$ cat src/rtl/cursor_editor.sv
// rtl/cursor_editor.sv - blinking board cursor with cell-write strobes for Game of Life setup
// Optional key auto-repeat is enabled by defining CURSOR_AUTOREPEAT_EN.
module cursor_editor #(
  parameter int ROWS           = 16,
  parameter int COLS           = 16,
  parameter int BLINK_INTERVAL = 250000,
  parameter int WRAP           = 0,
  parameter int REPEAT_DELAY   = 5000000,
  parameter int REPEAT_RATE    = 1000000
) (
  input  logic                      clk,
  input  logic                      reset,
  input  logic [3:0]                KEY,
  input  logic                      SW0,
  input  logic                      start_game,
  output logic [$clog2(ROWS)-1:0]   row_select,
  output logic [$clog2(COLS)-1:0]   col_select,
  output logic                      set_initial,
  output logic                      cell_state,
  output logic [ROWS-1:0][COLS-1:0] GrnPixels
);

  localparam int RW = $clog2(ROWS);
  localparam int CW = $clog2(COLS);
  localparam int BW = (BLINK_INTERVAL > 1) ? $clog2(BLINK_INTERVAL) : 1;

  localparam logic [RW-1:0] ROW_MAX  = RW'(ROWS - 1);
  localparam logic [CW-1:0] COL_MAX  = CW'(COLS - 1);
  localparam logic [RW-1:0] ROW_HOME = RW'(ROWS / 2);
  localparam logic [CW-1:0] COL_HOME = CW'(COLS / 2);
  localparam logic [BW-1:0] BLINK_LAST = BW'(BLINK_INTERVAL - 1);

  typedef enum logic {EDIT, RUN} state_t;

  state_t          state, state_d;
  logic [3:0]      kq, press;
  logic [RW-1:0]   saved_row, saved_row_d, row_d, row_step;
  logic [CW-1:0]   saved_col, saved_col_d, col_d, col_step;
  logic            strobe_d, cell_d, blink_state, blink_d;
  logic [BW-1:0]   blink_counter, blink_counter_d;
  logic            up, down, left, right, move;

`ifdef CURSOR_AUTOREPEAT_EN
  logic [31:0] rep_cnt;
  logic        rep_armed, rep_fire, held_single;

  // Only one key held steadily in edit mode advances the repeat timer.
  assign held_single = (state == EDIT) && !start_game && (KEY == kq) && $onehot(KEY);
  assign rep_fire    = held_single &&
                       (rep_armed ? (rep_cnt == 32'(REPEAT_RATE - 1))
                                  : (rep_cnt == 32'(REPEAT_DELAY - 1)));

  always_ff @(posedge clk or negedge reset) begin
    if (!reset) begin
      rep_cnt   <= '0;
      rep_armed <= 1'b0;
    end else if (!held_single) begin
      rep_cnt   <= '0;
      rep_armed <= 1'b0;
    end else if (rep_fire) begin
      rep_cnt   <= '0;
      rep_armed <= 1'b1;
    end else begin
      rep_cnt   <= rep_cnt + 32'd1;
    end
  end

  assign press = (KEY & ~kq) | (rep_fire ? KEY : 4'b0000);
`else
  assign press = KEY & ~kq;
`endif

  // Opposite keys pressed together cancel on their axis.
  assign up    = press[2] & ~press[1];
  assign down  = press[1] & ~press[2];
  assign left  = press[0] & ~press[3];
  assign right = press[3] & ~press[0];
  assign move  = up | down | left | right;

  always_comb begin
    row_step = row_select;
    if (up)
      row_step = (row_select == '0) ? ((WRAP != 0) ? ROW_MAX : '0) : row_select - RW'(1);
    else if (down)
      row_step = (row_select == ROW_MAX) ? ((WRAP != 0) ? '0 : ROW_MAX) : row_select + RW'(1);
  end

  always_comb begin
    col_step = col_select;
    if (left)
      col_step = (col_select == '0) ? ((WRAP != 0) ? COL_MAX : '0) : col_select - CW'(1);
    else if (right)
      col_step = (col_select == COL_MAX) ? ((WRAP != 0) ? '0 : COL_MAX) : col_select + CW'(1);
  end

  always_comb begin
    state_d         = state;
    row_d           = row_select;
    col_d           = col_select;
    saved_row_d     = saved_row;
    saved_col_d     = saved_col;
    strobe_d        = 1'b0;
    cell_d          = cell_state;
    blink_d         = blink_state;
    blink_counter_d = blink_counter;
    case (state)
      EDIT: begin
        if (start_game) begin
          state_d         = RUN;
          saved_row_d     = row_select;
          saved_col_d     = col_select;
          blink_d         = 1'b0;
          blink_counter_d = '0;
        end else if (move) begin
          row_d           = row_step;
          col_d           = col_step;
          strobe_d        = 1'b1;
          cell_d          = SW0;
          blink_d         = 1'b1;
          blink_counter_d = '0;
        end else if (blink_counter == BLINK_LAST) begin
          blink_counter_d = '0;
          blink_d         = ~blink_state;
        end else begin
          blink_counter_d = blink_counter + BW'(1);
        end
      end
      RUN: begin
        blink_d         = 1'b0;
        blink_counter_d = '0;
        if (!start_game) begin
          state_d = EDIT;
          row_d   = saved_row;
          col_d   = saved_col;
          blink_d = 1'b1;
        end
      end
      default: state_d = EDIT;
    endcase
  end

  always_ff @(posedge clk or negedge reset) begin
    if (!reset) begin
      state         <= EDIT;
      kq            <= 4'b0000;
      row_select    <= ROW_HOME;
      col_select    <= COL_HOME;
      saved_row     <= ROW_HOME;
      saved_col     <= COL_HOME;
      set_initial   <= 1'b0;
      cell_state    <= 1'b0;
      blink_state   <= 1'b1;
      blink_counter <= '0;
    end else begin
      state         <= state_d;
      kq            <= KEY;
      row_select    <= row_d;
      col_select    <= col_d;
      saved_row     <= saved_row_d;
      saved_col     <= saved_col_d;
      set_initial   <= strobe_d;
      cell_state    <= cell_d;
      blink_state   <= blink_d;
      blink_counter <= blink_counter_d;
    end
  end

  always_comb begin
    GrnPixels = '0;
    if (state == EDIT)
      GrnPixels[row_select][col_select] = blink_state;
  end

endmodule

$ cat config.mk
export PLATFORM = sky130hd
export DESIGN_NAME = cursor_editor
export DESIGN_NICKNAME = d
export VERILOG_FILES = /design/src/rtl/cursor_editor.sv
export SDC_FILE = /design/constraint.sdc
export NUM_CORES = 1
export LEC_CHECK = 0
export CAP_MARGIN = 5
export CELL_PAD_IN_SITES_DETAIL_PLACEMENT = 0
export CELL_PAD_IN_SITES_GLOBAL_PLACEMENT = 1
export CORE_ASPECT_RATIO = 1.5
export CORE_UTILIZATION = 24
export CTS_BUF_LIST = sky130_fd_sc_hd__clkbuf_8
export CTS_CLUSTER_DIAMETER = 30
export DETAILED_ROUTE_END_ITERATION = 7
export PLACE_DENSITY = 0.87
export SYNTH_ARGS = -nofsm -noshare
export SYNTH_HDL_FRONTEND = slang
export SYNTH_SLANG_ARGS = --single-unit
$ cat constraint.sdc
create_clock -name clk -period 4 [get_ports clk]
set_input_delay 0.4 -clock clk [delete_from_list [all_inputs] [get_ports clk]]
set_output_delay 0.4 -clock clk [all_outputs]
set_load 0.01 [all_outputs]
==> flow_metrics.py <==
metrics = {
    "outcome": {
        "status": "finished, final reports clean",
    },
    "logic_synthesis": {
        "syn_inst": 571,
        "synth_area_per_cell_um2": 6.35,
        "synth_ff_type": "dfrtp_1",
        "syn_area_um2": 3630,
        "synthesis.nets": 593,
        "synth_seq_cells": 42,
        "synth-edff-count": 0,
        "synth_seq_area_share_pct": 29.1,
        "ys_async_sr_fraction_pct": 100,
        "ys_types": 51,
        "ys_warn_count": 0,
    },
    "hold_path": {
        "hold_path.class": "input port to async pin",
    },
    "place": {
        "hpwlAfterDp_mm": 13.7,
        "placed_cells": 1000,
        "globalplace.congestion": 0.830,
        "port-buffer-count": 273,
    },
    "job": {
        "max-cap-violations": 0,
    },
    "global_routing": {
        "top_usage_layer": "met2",
        "met1_usage_pct": 24.2,
        "use_met3_pct": 3.44,
        "grt_overflow": 0,
        "track_usage_pct": 22.7,
        "grt_max_degree": 43,
        "antenna_found_initial": 0,
        "use_met2_pct": 43.4,
        "grt_pass1_wl_mm": 26.6,
        "grt_pass1_vias": 4448,
    },
    "sta": {
        "period_share_pct": 85.0,
        "rsz0062_at_grt": "no",
        "fmaxAchievable_ghz": 0.294,
        "maxSlewViolCount": 0,
        "setup_tns_ps": 0,
        "worstMarginPinSlew_ps": 978,
        "period_needed_ps": 3400,
        "hold_viol": 0,
        "slew_headroom_pct": 34.8,
        "setup_viol": 0,
        "fin_skew_ps": 11.4,
    },
    "drt": {
        "final_antenna_net_count": 0,
        "routed_wl_mm": 18.3,
        "vias": 4787,
        "wl_per_cell_um": 18.1,
        "drc": 0,
        "drt_first_iter_violations": 364,
        "dr.pass1.iters": 5,
        "viasPerCell": 4.75,
    },
    "layout": {
        "final_core_util_pct": 44.8,
        "num_antenna_cells": 0,
        "finalNetCount": 833,
        "drive_gt1_share_pct": 3.82,
        "final_cells": 1008,
        "area_growth_syn_to_layout_pct": 80.9,
    },
    "floorplan": {
        "dieArea_um2": 15600,
        "start_util_pct": 24.7,
        "core_um2": 14700,
        "ios": 274,
        "die_w_um": 102,
        "die_h_um": 153,
        "rows": 54,
    },
    "power_and_ir_drop": {
        "p_switching_mw": 0.603,
        "pwr-share-seq_pct": 39.1,
        "leakagePower_nw": 2.16,
        "intPower_mw": 0.839,
        "powerDensity_nw_per_um2": 220,
        "p_clk_share_pct": 22.9,
        "switching_share_pct": 41.8,
        "p_comb_share_pct": 37.9,
        "ir_drop_v": 0.000271,
    },
    "clocking": {
        "worstSkewPairLatency_ps": 310,
        "cts_setup_buffers": 0,
        "cts.sinks": 42,
        "numCtsBuffers": 5,
        "cts_tree": "yes",
        "root_buffer": "clkbuf_8",
        "htreeDepth": 2,
        "cts_hold_buf": 0,
        "clkSlewWorstSetupHoldPaths_ps": 90,
        "cts-resized-gates": 0,
        "cts.path.max_buffers": 2,
    },
    "critical_path": {
        "startpoint_type": "register",
        "path_buf_inv": 1,
        "crit_chain": "nor2b_1 > nand3_1 > nor2_1 > clkdlybuf4s50_1",
        "worst_ep_required_time_ps": 3600,
        "crit_family": "simple AND/OR/NAND/NOR gates",
        "r2r_slack_ps": 1740,
        "slowest_stage": "nand3_1",
        "slowest_delay_ps": 790,
        "startpoint": "blink_state",
        "crit_fanout": 16,
        "path_class": "register to output pin",
        "worstPathArrival_ps": 3000,
        "regToRegStartpoint": "row_select[0]",
        "critPathCaptureType": "output pin",
    },
}
stage by stage:
stage / area, µm² / power, mW / setup WS, ps / hold WS [ps]
floorplan: 3630 / 0.897 / 1760 / 104
global placement: 6450 / 1.11 / 975 / 448
detailed placement: 6450 / 1.12 / 925 / 450
CTS: 6560 / 1.45 / 566 / 283
global route: 6560 / 1.53 / 353 / 326
finish: 6560 / 1.44 / 601 / 249
power by group through the flow:
| stage | logic, mW | registers, mW | clock network, mW |
|---|---|---|---|
| floorplan | 0.357 | 0.540 | 0 |
| global placement | 0.545 | 0.569 | 0 |
| detailed placement | 0.545 | 0.570 | 0 |
| CTS | 0.549 | 0.562 | 0.336 |
| global route | 0.603 | 0.575 | 0.352 |
| finish | 0.547 | 0.564 | 0.331 |
cell usage after synthesis (all sizes together), types with 2 or more instances:
library cell  count  share of area, %
nand2b            5              0.86
nor2b             9               1.6
nor4              6               1.0
clkbuf           36               3.7
or2               2              0.34
mux2i             2              0.55
a21oi            10               1.4
xor2              2              0.48
or3b              2              0.48
buf               9               1.4
mux2              2              0.62
dfstp             5               3.6
nand2            33               3.4
nand4b            2              0.90
a31oi             6               1.0
and3              3              0.66
o22ai             4              0.69
inv              15               1.6
dfrtp            37                26
xnor2            12               2.9
o31ai             3               1.0
or4               2              0.41
a22oi             3              0.62
ha               14               4.8
nor2            280                29
nand3            21               3.0
a211oi            2              0.41
nor3              8               1.2
nand4            10               1.9
o21ai            12               1.7
cell type report:
cell class,count,area (µm²)
inverters,16,60.1
flip-flops and latches,42,1060
well taps,196,245
clock buffers,8,110
multi-input cells,468,2320
fillers,1518,8100
repair buffers,278,2770
state kept, by name, summed over array words and instances (netlist names):
name           flops
kq                 4
blink_counter     18
state              1
blink_state        1
col_select         4
cell_state         1
row_select         4
saved_row          4
set_initial        1
saved_col          4
logic make-up after synthesis:
family,synth area share (%)
AOI/OAI and AO/OA,9.21
and+or+nand+nor,45.5
DFF,29.1
buffers and inverters,6.80
muxes,1.17
xor gates and xnor gates,3.38
adders and majority gates,4.83
layout by cell type, fill, tap and decap left out, types with 3 or more instances in the layout:
cell type	count
dfstp_2	5
a21oi_1	10
nand4_1	9
ha_1	14
buf_4	5
clkdlybuf4s50_1	272
nand2b_1	5
clkbuf_8	8
dfrtp_1	37
xnor2_1	12
a31oi_1	6
a22oi_1	3
nand3_1	20
o22ai_1	4
nor3_1	7
o21ai_0	12
nor2_1	280
nor4_1	6
nand2_1	33
inv_1	15
nor2b_1	9
metal layers:
| metal | wire [µm] | part of all wire [%] |
|---|---|---|
| met3 | 1150 | 6.3 |
| met4 | 541 | 3.0 |
| met1 | 6990 | 38 |
| met2 | 9580 | 52 |
| met5 | 0 | 0 |
worst paths after layout:
| check | to | depth (start not counted) |
|---|---|---|
| worst min-delay path | saved_col[2] | 1 |
| worst min register to register | saved_row[3] | 2 |
| max in group asynchronous | blink_counter[13] | 1 |
| worst max register to register | row_select[1] | 6 |
| min in group clk | saved_row[3] | 2 |
| worst max-delay path | GrnPixels[178] | 4 |
(Power assumes the default switching activity.)
